[config.mk]
export PLATFORM = sky130hd
export DESIGN_NAME = pd_stage
export DESIGN_NICKNAME = d
export VERILOG_FILES = /design/src/rtl/pd_stage.sv
export SDC_FILE = /design/constraint.sdc
export NUM_CORES = 1
export LEC_CHECK = 0
export ABC_AREA = 1
export CAP_MARGIN = 25
export CORE_MARGIN = 4
export CORE_UTILIZATION = 53
export DETAILED_ROUTE_END_ITERATION = 8
export PLACE_DENSITY = 0.79
export RECOVER_POWER = 50
export SYNTH_ARGS = -nofsm -noshare
export SYNTH_HDL_FRONTEND = slang
export SYNTH_SLANG_ARGS = --single-unit
[constraint.sdc]
create_clock -name clk -period 6.7 [get_ports clk]
set_clock_uncertainty 0.2 [all_clocks]
set_input_delay 0.67 -clock clk [delete_from_list [all_inputs] [get_ports clk]]
set_output_delay 0.67 -clock clk [all_outputs]
set_load 0.005 [all_outputs]
[src/rtl/pd_stage.sv]
// Pre-decode instruction queue between fetch and decode. Tags each entry with
// jump (branch/jump opcode) and bd (entry follows a jump, i.e. delay slot).
module pd_stage #(
  parameter int unsigned DEPTH = 4
) (
  input  logic        clk,
  input  logic        reset,
  input  logic        if_valid,
  input  logic [31:0] if_pc,
  input  logic [31:0] if_inst,
  output logic        if_ready,
  input  logic        stall,
  input  logic        refresh,
  output logic        pd_valid,
  output logic [31:0] pd_pc,
  output logic [31:0] pd_inst,
  output logic        pd_bd,
  output logic        pd_jump
);

  localparam int unsigned PtrW = (DEPTH > 1) ? $clog2(DEPTH) : 1;
  localparam int unsigned CntW = $clog2(DEPTH + 1);

  logic [PtrW-1:0] wr_ptr_q, wr_ptr_d;
  logic [PtrW-1:0] rd_ptr_q, rd_ptr_d;
  logic [CntW-1:0] count_q, count_d;
  logic            last_jump_q, last_jump_d;

  logic [31:0] pc_mem_q   [DEPTH];
  logic [31:0] inst_mem_q [DEPTH];
  logic        bd_mem_q   [DEPTH];
  logic        jump_mem_q [DEPTH];

  logic       push, pop, if_jump;
  logic [5:0] opcode, funct;
  logic [4:0] rt;

  assign opcode = if_inst[31:26];
  assign rt     = if_inst[20:16];
  assign funct  = if_inst[5:0];

  // Branch/jump classification of the incoming word.
  always_comb begin
    if_jump = 1'b0;
    case (opcode)
      6'b000010, 6'b000011, 6'b000100,
      6'b000101, 6'b000110, 6'b000111: if_jump = 1'b1;
      6'b000001: if_jump = (rt == 5'b00000) || (rt == 5'b00001) ||
                           (rt == 5'b10000) || (rt == 5'b10001);
      6'b000000: if_jump = (funct == 6'b001000) || (funct == 6'b001001);
      default:   if_jump = 1'b0;
    endcase
  end

  assign if_ready = (count_q != CntW'(DEPTH));
  assign pd_valid = (count_q != '0);
  assign push     = if_valid && if_ready && !refresh;
  assign pop      = pd_valid && !stall && !refresh;

  always_comb begin
    wr_ptr_d    = wr_ptr_q;
    rd_ptr_d    = rd_ptr_q;
    count_d     = count_q;
    last_jump_d = last_jump_q;
    if (refresh) begin
      wr_ptr_d    = '0;
      rd_ptr_d    = '0;
      count_d     = '0;
      last_jump_d = 1'b0;
    end else begin
      if (push) begin
        wr_ptr_d    = wr_ptr_q + PtrW'(1);
        last_jump_d = if_jump;
      end
      if (pop) begin
        rd_ptr_d = rd_ptr_q + PtrW'(1);
      end
      case ({push, pop})
        2'b10:   count_d = count_q + CntW'(1);
        2'b01:   count_d = count_q - CntW'(1);
        default: count_d = count_q;
      endcase
    end
  end

  always_ff @(posedge clk) begin
    if (reset) begin
      wr_ptr_q    <= '0;
      rd_ptr_q    <= '0;
      count_q     <= '0;
      last_jump_q <= 1'b0;
    end else begin
      wr_ptr_q    <= wr_ptr_d;
      rd_ptr_q    <= rd_ptr_d;
      count_q     <= count_d;
      last_jump_q <= last_jump_d;
    end
  end

  // Storage is not reset; empty-state gating on the outputs hides stale contents.
  always_ff @(posedge clk) begin
    if (push) begin
      pc_mem_q[wr_ptr_q]   <= if_pc;
      inst_mem_q[wr_ptr_q] <= if_inst;
      bd_mem_q[wr_ptr_q]   <= last_jump_q;
      jump_mem_q[wr_ptr_q] <= if_jump;
    end
  end

  assign pd_pc   = pd_valid ? pc_mem_q[rd_ptr_q]   : 32'h0;
  assign pd_inst = pd_valid ? inst_mem_q[rd_ptr_q] : 32'h0;
  assign pd_bd   = pd_valid ? bd_mem_q[rd_ptr_q]   : 1'b0;
  assign pd_jump = pd_valid ? jump_mem_q[rd_ptr_q] : 1'b0;

endmodule

==> Word level (Yosys, flattened, before mapping) <==
Memories as Yosys holds them, arrays and structs flattened. A register that Yosys moved wholly into a read port is not among the register bits.
Index checks and enable logic that the tools add are counted.
{ "totals": {"reg_bits": 8, "latch_bits": 0, "ramBits": 264, "mem_bits_ro": 0, "input_bits": 69, "memories": 4} }
{ "mem_list": {"columns": ["memory", "words", "width", "rd", "rd_ports_with_merged_regs", "write_ports", "line", "text"], "rows": [
  ["inst_mem_q", 4, 32, 1, 1, 1, "30", "logic [31:0] inst_mem_q [DEPTH];"],
  ["pc_mem_q", 4, 32, 1, 1, 1, "29", "logic [31:0] pc_mem_q [DEPTH];"],
  ["bd_mem_q", 4, 1, 1, 1, 1, "31", "logic bd_mem_q [DEPTH];"],
  ["jump_mem_q", 4, 1, 1, 1, 1, "32", "logic jump_mem_q [DEPTH];"]
]} }
{ "classes": {"add_sub_neg": 4, "multipliers": 0, "div": 0, "n_lt_le_gt_ge": 0, "eq_ne": 15, "n_shift": 0, "muxes": 16, "n_bitwise": 0, "n_reduce_logical": 16} }
{ "op_table": {"columns": ["op", "count"], "rows": [
  ["$mux 32", 2],
  ["$eq 6x3->1 const B", 4],
  ["$mux 2", 8],
  ["$eq 6x2->1 const B", 2],
  ["$eq 6x4->1 const B", 2],
  ["$eq 5x5->1 const B", 2],
  ["$eq 6x1->1 const B", 1],
  ["$logic_not 6->1", 1],
  ["$pmux 3 s2", 1],
  ["$reduce_or 6->1", 1],
  ["$eq 5x1->1 const B", 1],
  ["$logic_not 5->1", 1],
  ["$add 2x1->2 const B", 2],
  ["$logic_and 1x1->1", 4],
  ["$logic_or 1x1->1", 4],
  ["$mux 1", 4],
  ["$add 3x1->3 const B", 1],
  ["$ne 3x3->1 const B", 1],
  ["$pmux 1 s3", 1],
  ["$reduce_bool 3->1", 1],
  ["$sub 3x1->3 const B", 1],
  ["$eq 2x1->1 const B", 1],
  ["$eq 2x2->1 const B", 1],
  ["$logic_not 1->1", 2],
  ["other kinds (2)", 2]
]} }

==> Logic depth before layout (Yosys ltp) <==
Gate-level depths: netlist of run 1.
{ "depth": {"depth_word": 5, "depth_mapped": 13, "depth_no_buf": 13} }

==> Worst setup path after synthesis of run 1 <==
Ideal clock, no wire load.
{ "synth_path": {"path_type": "input port to flip-flop", "from": "input if_valid", "to": "memory bd_mem_q[0] (enable)", "setup_time_ns": 0.490, "arrival_time_ns": 3.749, "slack_ns": 2.261, "path_stages": 4, "path_buffers": 0, "cell_sequence": "nand2_1 > nor2_1 > inv_2 > nor2_1"} }
{ "synth_via": {"elab_chain_cells": 4} }
{ "synth_rtl": {"columns": ["element", "line", "text"], "rows": [
  ["start: declaration", "8", "input logic if_valid,"],
  ["$logic_and 1x1->1 (2 in series)", "57", "assign push = if_valid && if_ready && !refresh;"],
  ["$mux 1", "102", "if (push) begin"],
  ["$mux 1 (not written as such)", "105", "bd_mem_q[wr_ptr_q] <= last_jump_q;"],
  ["end: declaration", "31", null]
]} }
Every way passes these cells.

==> results of run 1 <==
==> routing by layer <==
metal | vias to the layer above | GRT usage [%] | share of wire (%)
met2 | 251 | 32.9 | 49
met3 | 46 | 3.28 | 6.7
met5 | - | 0 | 0.053
met4 | 2 | 5.94 | 2.3
met1 | 3305 | 26.3 | 42
li1 | 3279 | - | -
==> Yosys cell counts, types with 2 or more instances <==
| library cell | n |
|---|---|
| ha_1 | 5 |
| a21oi_1 | 73 |
| o21ai_1 | 80 |
| nor2_1 | 278 |
| nand3_2 | 2 |
| dfxtp_1 | 10 |
| buf_2 | 16 |
| buf_1 | 2 |
| nand2_1 | 8 |
| nand3_1 | 5 |
| inv_1 | 22 |
| inv_2 | 2 |
| buf_6 | 6 |
| o21ai_0 | 57 |
| clkbuf_1 | 9 |
| buf_4 | 10 |
| clkbuf_2 | 7 |
| edfxtp_1 | 264 |
==> worst max-delay path, cell delays in order, from the launching register on <==
cell             delay [ns]
dfxtp_4                0.59
inv_4                  0.54
buf_4                  0.69
o21ai_0                0.21
a21oi_1                0.22
clkdlybuf4s50_1        0.54
==> state kept, by name, indices dropped and copies added, names as in the netlist, named ones only <==
| name | count |
|---|---|
| bd_mem_q | 4 |
| pc_mem_q | 128 |
| rd_ptr_q | 2 |
| inst_mem_q | 128 |
| last_jump_q | 1 |
| jump_mem_q | 4 |
| wr_ptr_q | 2 |
| count_q | 3 |
==> per-stage QoR <==
step,cells,power (mW)
2_1_floorplan,861,2.03
3_3_place_gp,1220,2.14
3_5_place_dp,1221,2.15
4_1_cts,1271,3.72
5_1_grt,1271,3.80
6_report,1273,3.68
==> power by group through the flow <==
stage | logic [mW] | clock network (mW) | registers [mW]
final | 0.180 | 1.58 | 1.92
after global routing | 0.199 | 1.68 | 1.92
after CTS | 0.192 | 1.60 | 1.92
after detailed placement | 0.191 | 0 | 1.96
after global placement | 0.185 | 0 | 1.96
after floorplan | 0.0722 | 0 | 1.96
==> path summary, 6_finish.rpt <==
check	cells past startpoint	slack, ns	to	startpoint
max	5	2.47	pd_pc[18]	flip-flop
min	2	0.30	count_q[0]	count_q[0]
max reg2reg	8	2.65	inst_mem_q[0][13]	count_q[0]
min reg2reg	2	0.30	count_q[0]	count_q[0]
==> cells by family after synthesis <==
kind of cell | after synthesis | synth area share (%)
AOI/OAI and AO/OA | 211 | 9.80
xor gates and xnor gates | 1 | 0.0811
and+or+nand+nor | 294 | 10.4
adders and majority gates | 6 | 0.765
buffers and inverters | 75 | 3.66
DFF | 274 | 75.3
==> final cells by class <==
class | instances | area [um^2]
repair buffers | 145 | 1430
well taps | 265 | 332
diodes | 2 | 5.00
clock inverters | 12 | 186
multi-input cells | 512 | 2280
clock buffers | 38 | 767
fillers | 1306 | 6490
flip-flops and latches | 274 | 8140
inverters | 25 | 96.3
==> flow_metrics.py, run 1 <==
metrics = {
    "drt": {
        "viasPerCell": 5.41,
        "wl_per_cell_um": 17.8,
        "vias": 6883,
        "routed_wirelength_mm": 22.7,
        "drc_errors": 0,
        "dr.pass1.iters": 5,
        "drtAntennaViolNets": 0,
        "drt_iter0_drc": 436,
    },
    "floorplan": {
        "rows": 51,
        "die_y_um": 151,
        "core_area_um2": 19700,
        "initial_core_util_pct": 54.8,
        "die_area_um2": 22700,
        "die_w_um": 151,
        "io_pins": 137,
    },
    "timing": {
        "fmax_mhz": 236,
        "holdWs_ns": 0.295,
        "final_hold_viol_count": 0,
        "setup_tns_ns": 0,
        "rsz0062_at_grt": "false",
        "finalSetupViolCount": 0,
        "worstMarginPinSlew_ns": 1.90,
        "fin_crit_ns": 4.23,
        "fin_crit_sh_pct": 63.1,
        "slew_headroom_pct": -26.4,
        "setup_slack_ns": 2.47,
        "maxSlewViolCount": 30,
    },
    "global_route": {
        "grt_max_degree": 77,
        "grt_pass1_wl_mm": 34.9,
        "antenna_found_initial": 1,
        "first_global_vias": 6732,
        "grt_usage_pct": 19.5,
        "overflow": 0,
    },
    "pwr": {
        "p_clk_share_pct": 42.9,
        "power.leakage_nw": 4.49,
        "p_per_area_nw_per_um2": 278,
        "vdd_drop_max_v": 0.000233,
        "p_int_mw": 2.98,
        "p_sw_mw": 0.702,
        "switching_share_pct": 19.1,
        "seqPwrFrac_pct": 52.2,
        "combinationalPowerShare_pct": 4.9,
    },
    "clocking": {
        "cts.clk_slew.worst_paths_ns": 0.06,
        "htree_levels": 1,
        "cts_root_buf": "clkbuf_16",
        "cts_sinks": 274,
        "cts_setup_buffers": 0,
        "cts_tree": "done",
        "cts-resized-gates": 0,
        "cts_buffer_depth": 3,
        "hold_buffers": 0,
        "numCtsBuffers": 27,
        "clock_latency_ns": 0.52,
    },
    "placement": {
        "port_buffers": 136,
        "dpl_cell_area_um2": 12300,
        "place_ws_ns": 2.97,
        "hpwl_mm": 12.9,
        "place_congestion": 0.745,
    },
    "status": {
        "violations": "capacitance limit, slew limit",
        "status": "finished with violations",
    },
    "cells_and_area": {
        "fin_nets": 1060,
        "drive_gt1_share_pct": 5.57,
        "final_common_cell": "nor2_1",
        "fin_area_um2": 13200,
        "mostFrequentLayoutCells": "277 x nor2_1, 264 x edfxtp_1, 80 x o21ai_1",
        "final_util_pct": 67.1,
        "syn_to_final_growth_pct": 22.5,
    },
    "setup_path": {
        "arrival_ns": 3.36,
        "endpoint_kind": "output pin",
        "required_ns": 5.83,
        "crit_type": "flip-flop to output pin",
        "cp-start-kind": "flip-flop",
        "crit_fanout": 76,
    },
    "hold_path": {
        "hp-class": "flip-flop to flip-flop",
    },
    "logic_synthesis": {
        "yosysTopAreaCellShare_pct": 73.4,
        "yosysWarnings": 0,
        "syn-cell-area_um2": 10800,
        "synth-seq-area-share_pct": 75.3,
        "syn_avg_cell_area_um2": 12.5,
        "synth_edf_count": 264,
        "async_flop_share_pct": 0,
        "synth_seq_cells": 274,
        "synthFlopType": "edfxtp_1",
        "ys_types": 23,
        "yosys.area.top_type": "edfxtp_1",
        "synthTopCellsByArea": "edfxtp_1 73%, nor2_1 9.7%, o21ai_1 3.7%",
        "synth_cells": 861,
        "synth_fp_nets": 936,
    },
    "job": {
        "maxCapViolCount": 1,
    },
}
No activity file was read; power rests on OpenSTA's default activity.
==> inputs of run 2 (changes only) <==
clock period = 4.1 ns   (was 6.7 ns; I/O delays follow)
==> flow_metrics.py, run 2 (synthesis gave the netlist of run 1 again) <==
metrics = {
    "global_route": {
        "grt_max_degree": 60,
        "overflow": 0,
        "first_global_vias": 6819,
        "antenna_found_initial": 2,
        "grt_pass1_wl_mm": 35.9,
        "grt_usage_pct": 20.4,
    },
    "hold_path": {
        "hp-class": "flip-flop to flip-flop",
        "hp-start": "count_q[0]",
    },
    "floorplan": {
        "die_area_um2": 22700,
        "core_area_um2": 19700,
        "initial_core_util_pct": 54.8,
        "die_w_um": 151,
        "die_y_um": 151,
        "rows": 51,
        "io_pins": 137,
    },
    "cells_and_area": {
        "reg_top3": "inst_mem_q: 128 flops, pc_mem_q: 128 flops",
        "fin_nets": 1065,
        "mostFrequentLayoutCells": "274 x nor2_1, 264 x edfxtp_1, 80 x o21ai_1",
        "drive_gt1_share_pct": 5.75,
        "syn_to_final_growth_pct": 22.2,
        "n_antenna_cell": 0,
        "final.fill_count": 1361,
        "final_common_cell": "nor2_1",
    },
    "timing": {
        "maxSlewViolCount": 54,
        "finalSetupViolCount": 0,
        "setup_slack_ns": 0.627,
        "fin_crit_ns": 3.47,
        "rsz0062_at_grt": "false",
        "slew_headroom_pct": -20.9,
        "worstMarginPinSlew_ns": 1.81,
        "fin_crit_sh_pct": 84.7,
        "final_hold_viol_count": 0,
        "fmax_mhz": 288,
    },
    "drt": {
        "drc_errors": 0,
        "dr.pass1.iters": 5,
        "drt_iter0_drc": 574,
        "vias": 6863,
        "viasPerCell": 5.39,
        "drtAntennaViolNets": 0,
        "routed_wirelength_mm": 23.5,
        "wl_per_cell_um": 18.4,
    },
    "pwr": {
        "switching_share_pct": 19.6,
        "vdd_drop_max_v": 0.000375,
        "power_mw": 5.78,
        "combinationalPowerShare_pct": 5.3,
        "p_clk_share_pct": 40.4,
        "p_per_area_nw_per_um2": 438,
        "seqPwrFrac_pct": 54.3,
        "p_int_mw": 4.65,
        "power.leakage_nw": 4.48,
        "p_sw_mw": 1.13,
    },
    "placement": {
        "place_ws_ns": 1.21,
        "place_congestion": 0.774,
        "port_buffers": 136,
        "hpwl_mm": 13.7,
    },
    "setup_path": {
        "crit_chain": "buf_4 > nor2_1 > nor2_1 > o21ai_0 > a21oi_1 > clkdlybuf4s50_1",
        "crit_type": "flip-flop to output pin",
        "max_stage_delay_ns": 0.59,
        "cpMostUsedCell": "nor2_1",
        "endpoint_kind": "output pin",
        "critPathSlowestCell": "clkdlybuf4s50_1",
        "r2r_start": "count_q[0]",
        "cp-start-kind": "flip-flop",
        "required_ns": 3.49,
        "crit_fanout": 59,
        "arrival_ns": 2.86,
    },
    "clocking": {
        "clock_latency_ns": 0.51,
        "cts-resized-gates": 0,
        "htree_levels": 1,
        "numCtsBuffers": 26,
        "cts_sinks": 274,
        "cts_tree": "done",
        "hold_buffers": 0,
        "cts.clk_slew.worst_paths_ns": 0.06,
        "cts_root_buf": "clkbuf_16",
        "cts_setup_buffers": 0,
        "cts_buffer_depth": 3,
    },
    "status": {
        "status": "finished with violations",
        "violations": "capacitance limit, slew limit",
    },
    "job": {
        "maxCapViolCount": 2,
    },
}
run 2: layer usage:
metal | track usage, % | vias up | routed length, um
li1 | - | 3291 | -
met1 | 27.3 | 3315 | 9710
met2 | 35.1 | 219 | 12000
met3 | 3.55 | 36 | 1420
met4 | 4.62 | 2 | 365
met5 | 0 | - | 12
run 2: cell type report:
class                   count  area [um^2]  share of cell area, %
clock inverters            14          141                   1.07
flip-flops and latches    274         8140                   61.6
well taps                 265          332                   2.51
multi-input cells         512         2290                   17.4
clock buffers              32          694                   5.26
repair buffers            151         1500                   11.4
inverters                  25         96.3                  0.730
run 2: power by group through the flow:
stage          logic, mW  clock network, mW  registers [mW]
2_1_floorplan      0.118                  0            3.20
3_3_place_gp       0.313                  0            3.20
3_5_place_dp       0.319                  0            3.20
4_1_cts            0.322               2.37            3.14
5_1_grt            0.335               2.50            3.14
6_report           0.305               2.34            3.14
run 2: metrics by stage:
| step | utilization [%] | hold WS (ns) | cell area, um^2 | setup TNS, ns | cells |
|---|---|---|---|---|---|
| 2_1_floorplan | - | 0.242 | 10800 | -44.67 | 861 |
| 3_3_place_gp | 62.8 | 0.253 | 12400 | 0 | 1227 |
| 3_5_place_dp | 62.8 | 0.257 | 12400 | 0 | 1227 |
| 4_1_cts | 67.0 | 0.266 | 13200 | 0 | 1273 |
| 5_1_grt | 66.9 | 0.307 | 13200 | 0 | 1273 |
| 6_report | 66.9 | 0.266 | 13200 | 0 | 1273 |
run 2: worst max-delay path, delay by kind of cell (launching register included):
family,cells,cell delay (ns)
buffers and inverters,2,1.17
flip-flops,1,0.53
AO/OA/AOI/OAI,2,0.44
AND/OR/NAND/NOR,2,0.21
run 2: final timing paths:
check,cells past startpoint,slack [ns],to
setup / recovery,6,0.63,pd_inst[31]
hold / removal,2,0.27,count_q[0]
setup reg to reg,7,1.00,inst_mem_q[1][11]
hold reg to reg,2,0.27,count_q[0]
==> inputs of run 3 (changes only) <==
clock period = 3.25 ns   (was 4.1 ns; I/O delays follow)
==> flow_metrics.py, run 3 (synthesis gave the netlist of run 1 again) <==
metrics = {
    "drt": {
        "viasPerCell": 5.37,
        "drt_iter0_drc": 573,
        "drtAntennaViolNets": 0,
        "dr.pass1.iters": 5,
        "wl_per_cell_um": 18.0,
        "vias": 6862,
        "drc_errors": 0,
        "routed_wirelength_mm": 23.0,
    },
    "cells_and_area": {
        "stdcell_count": 1279,
        "mostFrequentLayoutCells": "275 x nor2_1, 264 x edfxtp_1, 80 x o21ai_1",
        "final.fill_count": 1387,
        "fin_nets": 1070,
        "syn_to_final_growth_pct": 22.7,
        "reg_top3": "inst_mem_q: 128 flops, pc_mem_q: 128 flops",
        "drive_gt1_share_pct": 5.83,
        "final_util_pct": 67.2,
        "multi_input_area_um2": 2290,
        "final_common_cell": "nor2_1",
        "fin_area_um2": 13200,
        "layout.area.seq_um2": 8140,
    },
    "setup_path": {
        "cp_num_buf_inv": 4,
        "arrival_ns": 2.55,
        "crit_chain": "inv_4 > buf_4 > buf_4 > nor2_1 > o21ai_1 > a21oi_1 > clkdlybuf4s50_1",
        "cp-start-kind": "flip-flop",
        "endpoint_kind": "output pin",
        "critPathTopFamily": "buffers and inverters",
        "cpMostUsedCell": "buf_4",
        "crit_type": "flip-flop to output pin",
        "max_stage_delay_ns": 0.52,
        "critPathSlowestCell": "dfxtp_4",
        "required_ns": 2.72,
        "crit_fanout": 29,
    },
    "job": {
        "maxCapViolCount": 0,
    },
    "floorplan": {
        "die_w_um": 151,
        "rows": 51,
        "die_y_um": 151,
        "io_pins": 137,
        "initial_core_util_pct": 54.8,
        "die_area_um2": 22700,
        "core_area_um2": 19700,
    },
    "global_route": {
        "first_global_vias": 6870,
        "busiest_layer": "met2",
        "overflow": 0,
        "grt_usage_pct": 19.8,
        "gr-usage-met2_pct": 34.1,
        "grt_pass1_wl_mm": 35.4,
        "use_met1_pct": 26.3,
        "grt_use_met3_pct": 3.73,
        "grt_max_degree": 68,
        "antenna_found_initial": 4,
    },
    "timing": {
        "fin_crit_ns": 3.07,
        "final_hold_viol_count": 0,
        "rsz0062_at_grt": "false",
        "finalSetupViolCount": 0,
        "fmax_mhz": 326,
        "slew_headroom_pct": 39.8,
        "fin_crit_sh_pct": 94.5,
        "maxSlewViolCount": 0,
        "worstMarginPinSlew_ns": 0.902,
    },
    "placement": {
        "hpwl_mm": 13.1,
        "dp.cells": 1231,
        "dpl_cell_area_um2": 12500,
        "port_buffers": 136,
        "place_congestion": 0.759,
    },
    "clocking": {
        "htree_levels": 1,
        "cts_sinks": 274,
        "clock_latency_ns": 0.51,
        "numCtsBuffers": 26,
        "cts.clk_slew.worst_paths_ns": 0.06,
        "cts_buffer_depth": 3,
        "cts_tree": "done",
        "cts_root_buf": "clkbuf_16",
    },
    "hold_path": {
        "hp-class": "flip-flop to flip-flop",
    },
    "pwr": {
        "vdd_drop_max_v": 0.000377,
        "p_per_area_nw_per_um2": 537,
        "power_mw": 7.11,
        "power.leakage_nw": 4.49,
    },
    "status": {
        "status": "finished clean",
    },
}
-- run 3: power by group --
group | switching (mW) | internal [mW]
combinational | 0.211 | 0.178
sequential | 0.0174 | 3.94
clock | 1.18 | 1.58
total | 1.41 | 5.70
-- run 3: final cells by class --
class	instances	share of cell area [%]
Timing Repair Buffer	156	12.2
Antenna cell	2	0.0378
Tap cell	265	2.50
Sequential cell	274	61.4
Inverter	25	0.746
Clock buffer	32	5.24
Multi-Input combinational cell	512	17.3
Clock inverter	13	0.605
-- run 3: final timing paths --
path / startpoint / end / slack [ns] / depth (start not counted)
worst min-delay path: count_q[0] / count_q[0] / 0.27 / 2
worst max-delay path: flip-flop / pd_inst[24] / 0.18 / 7
worst max register to register: count_q[0] / inst_mem_q[2][0] / 0.70 / 7
worst min register to register: count_q[0] / count_q[0] / 0.27 / 2
-- run 3: worst reg2reg max path: cells and delay by family, from the launching register on --
family / cells / cell delay, ns
DFF: 1 / 0.33
buffers and inverters: 3 / 1.02
and+or+nand+nor: 4 / 0.58
-- run 3: metrics by stage --
stage / worst slack, ns / setup TNS [ns] / hold slack (ns)
floorplan: -1.02 / -269.08 / 0.224
global placement: 0.617 / 0 / 0.253
detailed placement: 0.584 / 0 / 0.258
CTS: 0.000988 / 0 / 0.230
global route: 0.0336 / 0 / 0.290
finish: 0.180 / 0 / 0.268
-- run 3: what timing repair did --
item                                    CTS  global route
setup buffers                             0             1
hold buffers                              0             0
resized for setup                         0             2
endpoints found under the setup margin    0            15
hold endpoints to repair                  0             0
-- run 3: routing by layer --
| metal | share of wire, % | up-vias |
|---|---|---|
| met1 | 42 | 3335 |
| met3 | 6.0 | 33 |
| met5 | 0.12 | - |
| li1 | - | 3301 |
| met4 | 1.7 | 6 |
| met2 | 50 | 187 |
